`config.mk`:
```
export PLATFORM = sky130hd
export DESIGN_NAME = ex_mem_buffer_flat
export DESIGN_NICKNAME = d
export VERILOG_FILES = /design/src/rtl/ex_mem_buffer_if.sv /design/src/rtl/ex_mem_buffer.sv /design/src/flat_wrapper.sv
export SDC_FILE = /design/constraint.sdc
export NUM_CORES = 1
export LEC_CHECK = 0
export ABC_AREA = 1
export BUFFER_PORTS_ARGS = -buffer_cell sky130_fd_sc_hd__buf_2
export CAP_MARGIN = 20
export CORE_ASPECT_RATIO = 0.9
export CORE_MARGIN = 2
export CORE_UTILIZATION = 38
export CTS_CLUSTER_SIZE = 16
export DETAILED_ROUTE_END_ITERATION = 6
export GPL_TIMING_DRIVEN = 0
export PLACE_DENSITY_LB_ADDON = 0.12
export SLEW_MARGIN = 20
export SYNTH_ARGS = -nofsm -noshare
export SYNTH_HDL_FRONTEND = slang
export SYNTH_SLANG_ARGS = --single-unit
```
`constraint.sdc`:
```
create_clock -name clk -period 1.8 [get_ports clk]
set_input_delay 0.18 -clock clk [delete_from_list [all_inputs] [get_ports clk]]
set_output_delay 0.18 -clock clk [all_outputs]
set_load 0.1 [all_outputs]
```
`src/rtl/ex_mem_buffer_if.sv`:
```
// Execute-to-memory handshake bundle: producer side (in_*) and consumer side (out_*).
// Latency: none; this is wiring only.
// Backpressure: in_ready / out_ready travel in opposite directions to their valids.
interface ex_mem_buffer_if #(
    parameter int DATA_W = 16,
    parameter int REG_W  = 3
);
    logic              in_valid;
    logic              in_ready;
    logic [DATA_W-1:0] in_result;
    logic              in_ofl;
    logic              in_z;
    logic [DATA_W-1:0] in_store_data;
    logic [REG_W-1:0]  in_wr_reg;
    logic              in_wr_en;
    logic              in_mem_rd;
    logic              in_mem_wr;

    logic              out_valid;
    logic              out_ready;
    logic [DATA_W-1:0] out_result;
    logic              out_ofl;
    logic              out_z;
    logic [DATA_W-1:0] out_store_data;
    logic [REG_W-1:0]  out_wr_reg;
    logic              out_wr_en;
    logic              out_mem_rd;
    logic              out_mem_wr;

    // Surrounding pipeline view: drives execute-side entries, consumes memory-side entries.
    modport master (
        output in_valid, in_result, in_ofl, in_z, in_store_data,
               in_wr_reg, in_wr_en, in_mem_rd, in_mem_wr, out_ready,
        input  in_ready, out_valid, out_result, out_ofl, out_z,
               out_store_data, out_wr_reg, out_wr_en, out_mem_rd, out_mem_wr
    );

    // Buffer view.
    modport slave (
        input  in_valid, in_result, in_ofl, in_z, in_store_data,
               in_wr_reg, in_wr_en, in_mem_rd, in_mem_wr, out_ready,
        output in_ready, out_valid, out_result, out_ofl, out_z,
               out_store_data, out_wr_reg, out_wr_en, out_mem_rd, out_mem_wr
    );
endinterface

```
`src/rtl/ex_mem_buffer.sv`:
```
// Two-entry elastic EX/MEM buffer (main + skid register) with flush; optional sticky overflow via OFL_STICKY_EN.
// Latency: entry accepted at edge N appears on out_* right after edge N.
// Backpressure: in_ready = ~skid_v straight from a flop; one extra entry absorbed when out_ready drops.
module ex_mem_buffer #(
    parameter int DATA_W = 16,
    parameter int REG_W  = 3
) (
    input  logic              clk,
    input  logic              rst_n,
    input  logic              flush,
    input  logic              ofl_clr,
    output logic              ofl_sticky,
    ex_mem_buffer_if.slave    bus
);

    typedef struct packed {
        logic [DATA_W-1:0] result;
        logic              ofl;
        logic              z;
        logic [DATA_W-1:0] store_data;
        logic [REG_W-1:0]  wr_reg;
        logic              wr_en;
        logic              mem_rd;
        logic              mem_wr;
    } entry_t;

    // Encoding is {main_v, skid_v}; 2'b01 is unreachable.
    typedef enum logic [1:0] {
        EMPTY = 2'b00,
        ONE   = 2'b10,
        FULL  = 2'b11
    } state_t;

    state_t state;
    entry_t in_ent;
    entry_t main_q;
    entry_t skid_q;
    logic   main_v;
    logic   skid_v;
    logic   accept;
    logic   pop;

    assign main_v = state[1];
    assign skid_v = state[0];
    assign accept = bus.in_valid & ~skid_v;
    assign pop    = main_v & bus.out_ready;

    // Pack the incoming execute-stage fields into one entry.
    always_comb begin
        in_ent            = '0;
        in_ent.result     = bus.in_result;
        in_ent.ofl        = bus.in_ofl;
        in_ent.z          = bus.in_z;
        in_ent.store_data = bus.in_store_data;
        in_ent.wr_reg     = bus.in_wr_reg;
        in_ent.wr_en      = bus.in_wr_en;
        in_ent.mem_rd     = bus.in_mem_rd;
        in_ent.mem_wr     = bus.in_mem_wr;
    end

    // Occupancy FSM plus main/skid data registers; flush empties without touching data.
    always_ff @(posedge clk or negedge rst_n) begin
        if (!rst_n) begin
            state  <= EMPTY;
            main_q <= '0;
            skid_q <= '0;
        end else if (flush) begin
            state <= EMPTY;
        end else begin
            case (state)
                EMPTY: begin
                    if (accept) begin
                        main_q <= in_ent;
                        state  <= ONE;
                    end
                end
                ONE: begin
                    if (accept && pop) begin
                        main_q <= in_ent;
                    end else if (accept) begin
                        skid_q <= in_ent;
                        state  <= FULL;
                    end else if (pop) begin
                        state <= EMPTY;
                    end
                end
                FULL: begin
                    if (pop) begin
                        main_q <= skid_q;
                        state  <= ONE;
                    end
                end
                default: state <= EMPTY;
            endcase
        end
    end

    assign bus.in_ready       = ~skid_v;
    assign bus.out_valid      = main_v;
    assign bus.out_result     = main_q.result;
    assign bus.out_ofl        = main_q.ofl;
    assign bus.out_z          = main_q.z;
    assign bus.out_store_data = main_q.store_data;
    assign bus.out_wr_reg     = main_q.wr_reg;
    assign bus.out_wr_en      = main_q.wr_en;
    assign bus.out_mem_rd     = main_q.mem_rd;
    assign bus.out_mem_wr     = main_q.mem_wr;

`ifdef OFL_STICKY_EN
    logic sticky_q;

    // A consumed writeback with overflow sets the flag; set beats a same-cycle clear.
    // Flushed entries are never popped, so they cannot set it.
    always_ff @(posedge clk or negedge rst_n) begin
        if (!rst_n) begin
            sticky_q <= 1'b0;
        end else if (pop && main_q.ofl && main_q.wr_en) begin
            sticky_q <= 1'b1;
        end else if (ofl_clr) begin
            sticky_q <= 1'b0;
        end
    end

    assign ofl_sticky = sticky_q;
`else
    logic unused_ofl_clr;
    assign unused_ofl_clr = ofl_clr;
    assign ofl_sticky     = 1'b0;
`endif

endmodule

```
`src/flat_wrapper.sv`:
```
// flat-port wrapper written by rule: the top's interface ports become plain ports
module ex_mem_buffer_flat 
#(
    parameter int DATA_W = 16,
    parameter int REG_W  = 3
)
  (clk, rst_n, flush, ofl_clr, ofl_sticky, bus_in_valid, bus_in_result, bus_in_ofl, bus_in_z, bus_in_store_data, bus_in_wr_reg, bus_in_wr_en, bus_in_mem_rd, bus_in_mem_wr, bus_out_ready, bus_in_ready, bus_out_valid, bus_out_result, bus_out_ofl, bus_out_z, bus_out_store_data, bus_out_wr_reg, bus_out_wr_en, bus_out_mem_rd, bus_out_mem_wr);
  ex_mem_buffer_if #(.DATA_W(DATA_W), .REG_W(REG_W)) bus_i ();
  input  logic clk;
  input  logic rst_n;
  input  logic flush;
  input  logic ofl_clr;
  output logic ofl_sticky;
  input wire logic [$bits(bus_i.in_valid)-1:0] bus_in_valid;
  input wire logic [$bits(bus_i.in_result)-1:0] bus_in_result;
  input wire logic [$bits(bus_i.in_ofl)-1:0] bus_in_ofl;
  input wire logic [$bits(bus_i.in_z)-1:0] bus_in_z;
  input wire logic [$bits(bus_i.in_store_data)-1:0] bus_in_store_data;
  input wire logic [$bits(bus_i.in_wr_reg)-1:0] bus_in_wr_reg;
  input wire logic [$bits(bus_i.in_wr_en)-1:0] bus_in_wr_en;
  input wire logic [$bits(bus_i.in_mem_rd)-1:0] bus_in_mem_rd;
  input wire logic [$bits(bus_i.in_mem_wr)-1:0] bus_in_mem_wr;
  input wire logic [$bits(bus_i.out_ready)-1:0] bus_out_ready;
  output wire logic [$bits(bus_i.in_ready)-1:0] bus_in_ready;
  output wire logic [$bits(bus_i.out_valid)-1:0] bus_out_valid;
  output wire logic [$bits(bus_i.out_result)-1:0] bus_out_result;
  output wire logic [$bits(bus_i.out_ofl)-1:0] bus_out_ofl;
  output wire logic [$bits(bus_i.out_z)-1:0] bus_out_z;
  output wire logic [$bits(bus_i.out_store_data)-1:0] bus_out_store_data;
  output wire logic [$bits(bus_i.out_wr_reg)-1:0] bus_out_wr_reg;
  output wire logic [$bits(bus_i.out_wr_en)-1:0] bus_out_wr_en;
  output wire logic [$bits(bus_i.out_mem_rd)-1:0] bus_out_mem_rd;
  output wire logic [$bits(bus_i.out_mem_wr)-1:0] bus_out_mem_wr;
  assign bus_i.in_valid = bus_in_valid;
  assign bus_i.in_result = bus_in_result;
  assign bus_i.in_ofl = bus_in_ofl;
  assign bus_i.in_z = bus_in_z;
  assign bus_i.in_store_data = bus_in_store_data;
  assign bus_i.in_wr_reg = bus_in_wr_reg;
  assign bus_i.in_wr_en = bus_in_wr_en;
  assign bus_i.in_mem_rd = bus_in_mem_rd;
  assign bus_i.in_mem_wr = bus_in_mem_wr;
  assign bus_i.out_ready = bus_out_ready;
  assign bus_in_ready = bus_i.in_ready;
  assign bus_out_valid = bus_i.out_valid;
  assign bus_out_result = bus_i.out_result;
  assign bus_out_ofl = bus_i.out_ofl;
  assign bus_out_z = bus_i.out_z;
  assign bus_out_store_data = bus_i.out_store_data;
  assign bus_out_wr_reg = bus_i.out_wr_reg;
  assign bus_out_wr_en = bus_i.out_wr_en;
  assign bus_out_mem_rd = bus_i.out_mem_rd;
  assign bus_out_mem_wr = bus_i.out_mem_wr;
  ex_mem_buffer #(.DATA_W(DATA_W), .REG_W(REG_W)) u_core (.clk(clk), .rst_n(rst_n), .flush(flush), .ofl_clr(ofl_clr), .ofl_sticky(ofl_sticky), .bus(bus_i));
endmodule
```
=== Word level (Yosys, flattened, before mapping) ===
Index checks and enable logic that the tools add are counted.

* Equality and inequality tests: 9
* Muxes and demuxes: 11
* Bitwise logic cells: 5
* Reduce and logical (&&, ||, !) cells: 6

{| class="wikitable"
|+ Operator list
! cell !! number
|-
| two-way mux 40 bit || 3
|-
| case mux 40 bit (3 select lines) || 1
|-
| two-way mux 2 bit || 6
|-
| AND reduction 4 bit || 2
|-
| inequality test 2 x 1 -> 1 bit, second input constant || 3
|-
| inequality test 3 x 2 -> 1 bit, second input constant || 2
|-
| case mux 2 bit (3 select lines) || 1
|-
| AND reduction 5 bit || 1
|-
| == test 2 bit, second input constant || 2
|-
| inequality test 4 x 2 -> 1 bit, second input constant || 1
|-
| inequality test 3 bit, second input constant || 1
|-
| inverter 1 bit || 3
|-
| nonzero test 3 bit || 1
|-
| bitwise AND 1 bit || 2
|-
| logical NOT 2 bit || 1
|-
| logical AND 1 bit || 1
|}

* Register bits: 82
* Input bits: 46
* Output and inout bits: 43
* Word-level logic and storage cells: 48

=== Logic depth before layout (Yosys ltp) ===
Gate-level depths: netlist of the first run.

* Depth in word-level cells: 6
* Depth in mapped cells: 9
* Gate-level depth less buffers: 9

=== Worst setup path after synthesis of the first run ===
No wires, ideal clock.

* Kind: register to register
* Start point: reg u_core.state[1]
* End point: reg u_core.main_q, in the netlist u_core.bus.out_mem_rd
* Setup time: 0.122 ns
* Arrival time: 2.083 ns
* Data required time: 1.678 ns
* Setup slack: -0.405 ns
* Cell stages (with the launch flop): 10
* Path buffers: 1
* Period minus slack after synthesis: 2.205 ns
* Cells stage by stage: dfrtp_1 inv_1 ha_1 nor2_1 nand2_1 nor2_2 nand2_1 buf_6 nand2_1 nand2_1

* Cells in the longest elaborated chain, start to end: 4
* Elaborated cells between the ends (all ways): 11
* Classes of those cells: 5 x eq/ne; 1 x mux; 1 x bitwise; 4 x reduce/logical

{| class="wikitable"
|+ RTL lines
! item !! RTL line !! source
|-
| start: declaration || ex_mem_buffer.sv:34 || <nowiki>state_t state;</nowiki>
|-
| start signal: assignment || ex_mem_buffer.sv:64 || <nowiki>state <= EMPTY;</nowiki>
|-
| start signal: assignment || ex_mem_buffer.sv:68 || <nowiki>state <= EMPTY;</nowiki>
|-
| start signal: assignment || ex_mem_buffer.sv:74 || <nowiki>state <= ONE;</nowiki>
|-
| bitwise AND 1 bit || ex_mem_buffer.sv:46 || <nowiki>assign pop = main_v & bus.out_ready;</nowiki>
|-
| logical AND 1 bit || ex_mem_buffer.sv:78 || <nowiki>if (accept && pop) begin</nowiki>
|-
| inequality test 2 x 1 -> 1 bit (no source line) || n/a ||
|-
| AND reduction 5 bit (no source line) || n/a ||
|-
| end signal: assignment || ex_mem_buffer.sv:73 || <nowiki>main_q <= in_ent;</nowiki>
|-
| end signal: assignment || ex_mem_buffer.sv:79 || <nowiki>main_q <= in_ent;</nowiki>
|-
| end signal: assignment || ex_mem_buffer.sv:89 || <nowiki>main_q <= skid_q;</nowiki>
|-
| end: declaration || ex_mem_buffer.sv:36 || <nowiki>entry_t main_q;</nowiki>
|}

Parallel ways exist; a longest one is shown, timed or not.
A chain may end at the register's enable or synchronous reset.

=== Worst setup path after layout of the first run ===
* Start point: reg u_core.state[0]
* End point: reg u_core.skid_q[35] in the netlist's numbering

* Cells in the longest elaborated chain, start to end: 5
* Elaborated cells between the ends (all ways): 6
* Classes of those cells: 1 x eq/ne; 3 x bitwise; 2 x reduce/logical

{| class="wikitable"
|+ RTL lines
! item !! RTL line !! source
|-
| inverter 1 bit || ex_mem_buffer.sv:45 || <nowiki>assign accept = bus.in_valid & ~skid_v;</nowiki>
|-
| bitwise AND 1 bit || ex_mem_buffer.sv:45 ||
|-
| logical AND 1 bit || ex_mem_buffer.sv:78 ||
|-
| inverter 1 bit (no source line) || n/a ||
|-
| AND reduction 4 bit (no source line) * || n/a ||
|-
| end signal: assignment || ex_mem_buffer.sv:81 || <nowiki>skid_q <= in_ent;</nowiki>
|-
| end: declaration || ex_mem_buffer.sv:37 || <nowiki>entry_t skid_q;</nowiki>
|}

Mark *: on every way between the ends. The rest lies on a longest branch, timed or not.

==> results.py, run 1 <==
metrics = {
    "detailed_routing": {
        "drtIter0Drc": 132,
        "final_antenna_net_count": 0,
        "vias": 3358,
        "vias_per_cell": 4.76,
        "drt_first_pass_iters": 6,
        "drt_wl_total_mm": 9.20,
        "drc": 0,
        "routedWlPerCell_um": 13.1,
    },
    "grt": {
        "grt_pass1_wl_mm": 15.3,
        "grt_use_met1_pct": 24.1,
        "grt-busiest-layer": "met2",
        "track_usage_pct": 18.0,
        "grt_max_degree": 48,
        "grt_remaining_overflow": 0,
        "met2_usage_pct": 29.0,
        "grt_pass1_vias": 3288,
        "grt_util_met3_pct": 4.37,
        "antenna_found_initial": 0,
    },
    "cts": {
        "path_clk_slew_ns": 0.08,
        "clock_latency_ns": 0.35,
        "numClockSinks": 82,
        "htreeDepth": 3,
        "cts_inserted_buffers": 9,
        "clk_path_buf_depth": 2,
        "cts-root-buf": "clkbuf_8",
        "cts_tree": "yes",
    },
    "floorplan": {
        "core_um2": 9700,
        "io_pins": 89,
        "rows": 34,
        "die_w_um": 109,
        "start_util_pct": 39.1,
        "die_h_um": 98.8,
        "dieArea_um2": 10800,
    },
    "worst_setup_path": {
        "crit_type": "reg -> reg",
        "r2r-end": "u_core.skid_q[35]",
        "reg2reg_from": "u_core.state[0]",
        "regToRegSetupSlack_ns": 0.11,
        "cp.required_ns": 2.06,
        "end_kind": "flip-flop",
        "reg2reg_depth": 8,
        "worstSetupStartpointType": "flip-flop",
        "crit_arrival_ns": 1.96,
        "crit_path_max_fanout": 10,
    },
    "sta": {
        "setup_violations": 0,
        "final-hold-violation-count": 0,
        "fmax_ghz": 0.590,
        "slew_violations": 0,
        "finalCritPeriodShare_pct": 94.2,
        "min_period_ns": 1.69,
        "slew_headroom_pct": 66.3,
        "fin_setup_tns_ns": 0,
        "worst_slack_ns": 0.105,
        "rsz0062_at_grt": "no",
        "skew_ns": 0.0126,
        "worst_pin_slew_ns": 0.505,
    },
    "logic_synthesis": {
        "synth-seq-cells": 82,
        "yosysWarnings": 0,
        "synth_top_area_share_pct": 54.1,
        "synth_flop_cell": "dfrtp_1",
        "synth_edf_count": 0,
        "synth.most_common_cell": "nand2_1",
        "syn-num-nets": 524,
        "synth_commonest_cells": "nand2_1 (172), dfrtp_1 (82), o21ai_0 (74)",
        "ys_top_cells_by_area": "dfrtp_1 (54%), nand2_1 (17%), o21ai_0 (9.8%)",
        "syn-cell-area_um2": 3790,
        "synth_area_leader_cell": "dfrtp_1",
        "async_reset_ff_share_pct": 100,
        "yosysSeqAreaShare_pct": 54.1,
        "ys_types": 18,
        "syn_inst": 473,
        "avgSynthCellArea_um2": 8.02,
    },
    "run": {
        "max-cap-violations": 0,
    },
    "hold_path": {
        "hold_path_depth": 3,
        "whs_endpoint": "u_core.skid_q[15]",
        "hp-class": "in -> reg",
        "holdCritStartpoint": "bus_in_store_data[9]",
    },
    "placed_design": {
        "hpwl_mm": 6.44,
        "place_inst": 686,
        "dp_slack_ns": -0.106,
        "gp_congestion": 0.785,
        "place_area_um2": 4410,
        "portBuffers": 86,
    },
    "cells_and_area": {
        "largest_reg_flops": 40,
        "regMostFlops": "u_core.skid_q",
        "area_growth_pct": 23.1,
        "nNetsFinal": 625,
        "final_cells": 705,
        "drive_above_1_share_pct": 23.8,
        "design_area_um2": 4670,
        "insertedDiodeCount": 0,
    },
    "run_status": {
        "status": "finished clean",
    },
}
worst max-delay path by stage:
stage,startpoint,to,slack [ns],cells past startpoint
finish,u_core.state[0],u_core.skid_q[35],0.11,8
global route,u_core.state[0],u_core.skid_q[36],0.0004,8
CTS,u_core.state[0],u_core.skid_q[19],0.02,7
detailed placement,u_core.state[1],u_core.bus.out_store_data[10],-0.11,8
global placement,rst_n,u_core.state[1],-0.46,1
floorplan,u_core.state[0],u_core.skid_q[30],0.01,6
cell families (layout without fill, tap and decap cells):
| group | Yosys count | in the layout | synth area share [%] |
|---|---|---|---|
| compound gates | 84 | 84 | 11.1 |
| flops | 82 | 82 | 54.1 |
| buf+inv | 77 | 183 | 9.04 |
| fa+ha+maj | 5 | 5 | 1.65 |
| simple gates | 224 | 224 | 24.0 |
| other cells | 1 | 1 | 0.0989 |
metrics by stage:
stage               hold WS (ns)  util, %
detailed placement         0.190     45.5
global route              0.0388     48.1
CTS                       0.0386     47.7
global placement           0.406     45.2
finish                    0.0529     48.1
floorplan                 -0.116        -
layer usage:
| metal | vias up | share of wire [%] |
|---|---|---|
| met4 | 0 | 1.3 |
| met5 | - | 0 |
| met3 | 12 | 5.4 |
| met2 | 89 | 46 |
| li1 | 1682 | - |
| met1 | 1575 | 47 |
cell usage in the layout (no fill, tap or decap), drive strengths merged:
master,Yosys,routed
nor3,1,1
inv,48,48
clkbuf,10,25
clkinvlp,0,3
nor2,7,7
a21oi,1,1
dlygate4sd3,0,1
nand2,172,172
dfrtp,82,82
ha,5,5
o21ai,83,83
buf,19,105
conb,1,1
bufinv,0,1
nand3,44,44
critical path, stage by stage, from the launching register on:
cell	delay, ns
dfrtp_2	0.45
inv_2	0.09
ha_1	0.21
nand2_1	0.15
nor3_4	0.19
buf_4	0.15
buf_2	0.22
nand2_1	0.07
o21ai_0	0.08
area by class of cell:
class,instances,area [um^2]
plain buffers,29,185
flip-flops and latches,82,2060
repair buffers,90,485
multi-input cells,314,1410
well taps,126,158
clock inverters,4,52.6
clock buffers,12,135
fillers,986,5030
inverters,48,180
what timing repair did:
| item | CTS | global route |
|---|---|---|
| pin swaps | 0 | 1 |
| hold buffers | 1 | 0 |
| setup buffers | 0 | 2 |
| setup endpoints to repair | 40 | 75 |
| gates resized for setup | 3 | 23 |
| endpoints found under the hold margin | 35 | 0 |
Power of run 1 is left out: the tool's default activity adds up to more than one toggle a clock period on the data nets, which glitch-free logic cannot reach.
==> run 2: changes to the inputs <==
--- a/config.mk
+++ b/config.mk
@@ -6,15 +6,16 @@
 export NUM_CORES = 1
 export LEC_CHECK = 0
 export ABC_AREA = 1
-export BUFFER_PORTS_ARGS = -buffer_cell sky130_fd_sc_hd__buf_2
 export CAP_MARGIN = 20
 export CORE_ASPECT_RATIO = 0.9
 export CORE_MARGIN = 2
 export CORE_UTILIZATION = 38
 export CTS_CLUSTER_SIZE = 16
 export DETAILED_ROUTE_END_ITERATION = 6
+export DONT_BUFFER_PORTS = 1
 export GPL_TIMING_DRIVEN = 0
 export PLACE_DENSITY_LB_ADDON = 0.12
+export SKIP_CTS_REPAIR_TIMING = 1
 export SLEW_MARGIN = 20
 export SYNTH_ARGS = -nofsm -noshare
 export SYNTH_HDL_FRONTEND = slang
==> run 2 against run 1 <==
The flow now finishes with violations (hold timing, setup timing). Critical path depth increased by 1. Global-route usage increased by 0.10 points. Highest routed layer unchanged. Core utilization increased by 1.5 points. Via count decreased by 3.4%. Cell area increased by 3.2%. First-iteration DRC count increased by 15%. Flip-flop and latch count unchanged. Wire length increased by 7.2%. Hold slack got worse by 0.54 ns. Die area unchanged. Fmax decreased by 9.6%. Cell count decreased by 6.5%.
==> results.py, run 2 (synthesized netlist as in run 1, its figures left out) <==
metrics = {
    "grt": {
        "grt_util_met3_pct": 7.47,
        "grt-busiest-layer": "met2",
        "antenna_found_initial": 0,
        "grt_remaining_overflow": 0,
        "met2_usage_pct": 28.0,
        "grt_pass1_vias": 3002,
        "track_usage_pct": 18.1,
        "grt_max_degree": 83,
        "grt_use_met1_pct": 23.2,
        "grt_pass1_wl_mm": 15.0,
    },
    "floorplan": {
        "rows": 34,
        "die_w_um": 109,
        "start_util_pct": 39.1,
        "core_um2": 9700,
        "dieArea_um2": 10800,
        "io_pins": 89,
        "die_h_um": 98.8,
    },
    "cells_and_area": {
        "multiInputGateArea_um2": 1510,
        "regMostFlops": "u_core.skid_q",
        "largest_reg_flops": 40,
        "area_growth_pct": 27.0,
        "design_area_um2": 4820,
        "area.sequential_um2": 2060,
        "final_cells": 659,
        "final_cell_mix": "nand2_1 (155), dfrtp_1 (80), o21ai_0 (74)",
        "drive_above_1_share_pct": 14.6,
        "layout.cells.most_common": "nand2_1",
        "nNetsFinal": 580,
        "nFillCells": 927,
        "insertedDiodeCount": 0,
    },
    "cts": {
        "htreeDepth": 3,
        "clk_path_buf_depth": 2,
        "path_clk_slew_ns": 0.08,
        "cts_inserted_buffers": 9,
        "cts-root-buf": "clkbuf_8",
        "numClockSinks": 82,
        "cts_tree": "yes",
        "clock_latency_ns": 0.35,
    },
    "placed_design": {
        "portBuffers": 0,
        "hpwl_mm": 6.23,
        "place_inst": 599,
        "gp_congestion": 0.746,
        "dp_slack_ns": -0.646,
        "place_area_um2": 3950,
    },
    "sta": {
        "fin_setup_tns_ns": -2.02,
        "slew_headroom_pct": 36.2,
        "final-hold-violation-count": 82,
        "hold_ws_ns": -0.486,
        "finalCritPeriodShare_pct": 104,
        "fmax_ghz": 0.534,
        "min_period_ns": 1.87,
        "worst_slack_ns": -0.0740,
        "slew_violations": 0,
        "skew_ns": 0.00600,
        "worst_pin_slew_ns": 0.957,
        "setup_violations": 40,
        "rsz0062_at_grt": "yes",
    },
    "worst_setup_path": {
        "crit_cells": 9,
        "reg2reg_depth": 9,
        "cpPeakStageDelay_ns": 0.68,
        "cpLargestDelayFamily": "flip-flops",
        "cp.required_ns": 2.04,
        "crit_path_max_fanout": 7,
        "reg2reg_from": "u_core.state[1]",
        "end_kind": "flip-flop",
        "cp_slowest_cell": "dfrtp_4",
        "crit_buf_inv": 2,
        "regToRegSetupSlack_ns": -0.07,
        "r2r-end": "u_core.bus.out_result[14]",
        "crit_arrival_ns": 2.11,
        "critPathCapture": "u_core.bus.out_result[14]",
        "crit_start": "u_core.state[1]",
        "worstSetupStartpointType": "flip-flop",
        "crit_chain": "inv_4 -> ha_4 -> nor2_4 -> nand2_2 -> nor2_4 -> nand2_4 -> clkbuf_16 -> nand2_2 -> nand2_1",
        "crit_type": "reg -> reg",
    },
    "detailed_routing": {
        "drt_first_pass_iters": 4,
        "routedWlPerCell_um": 15.0,
        "drc": 0,
        "drt_wl_total_mm": 9.87,
        "vias_per_cell": 4.92,
        "vias": 3245,
        "drtIter0Drc": 152,
        "final_antenna_net_count": 0,
    },
    "run_status": {
        "failed_checks": "hold timing, setup timing",
        "status": "complete, but fails checks",
    },
    "run": {
        "max-cap-violations": 0,
    },
    "hold_path": {
        "hp-class": "in -> async",
    },
}
## run 2: cell count changes in the layout (fill, tap and decap cells not counted), sizes merged
cell / previous run / this run
clkinvlp: 3 / 0
dlygate4sd3: 1 / 40
clkbuf: 25 / 22
buf: 105 / 24
clkinv: 0 / 2
## run 2: per-layer routing
layer	part of all wire, %	vias up	routed length (um)
li1	-	1603	-
met1	46	1548	4560
met2	46	86	4540
met3	6.9	8	678
met4	0.90	0	89
met5	0	-	0
## run 2: worst min-delay path by stage
| stage | start | endpoint | slack, ns | cells past startpoint |
|---|---|---|---|---|
| floorplan | rst_n | u_core.bus.out_mem_rd | -0.12 | 0 |
| global placement | rst_n | u_core.bus.out_store_data[13] | -0.11 | 0 |
| detailed placement | rst_n | u_core.bus.out_store_data[13] | -0.11 | 0 |
| CTS | rst_n | u_core.bus.out_store_data[13] | -0.51 | 0 |
| global route | rst_n | u_core.bus.out_store_data[13] | -0.53 | 0 |
| finish | rst_n | u_core.bus.out_store_data[13] | -0.49 | 0 |
## run 2: final cells by class
type,count,share of cell area [%]
flip-flops and latches,82,42.7
repair buffers,45,9.69
well taps,126,3.27
inverters,48,4.00
multi-input cells,314,31.3
clock buffers,12,3.01
plain buffers,29,5.17
clock inverters,3,0.831
## run 2: worst reg2reg max path, stage by stage, from the launching register on
cell,delay (ns)
dfrtp_4,0.68
inv_4,0.07
ha_4,0.17
nor2_4,0.11
nand2_2,0.08
nor2_4,0.19
nand2_4,0.15
clkbuf_16,0.20
nand2_2,0.05
nand2_1,0.06
## run 2: through the flow
stage | utilization (%) | hold slack (ns)
6_report | 49.7 | -0.486
5_1_grt | 49.7 | -0.526
4_1_cts | 42.7 | -0.509
3_5_place_dp | 40.8 | -0.113
3_3_place_gp | 40.8 | -0.114
2_1_floorplan | - | -0.116
Power of run 2 is left out for the same reason.
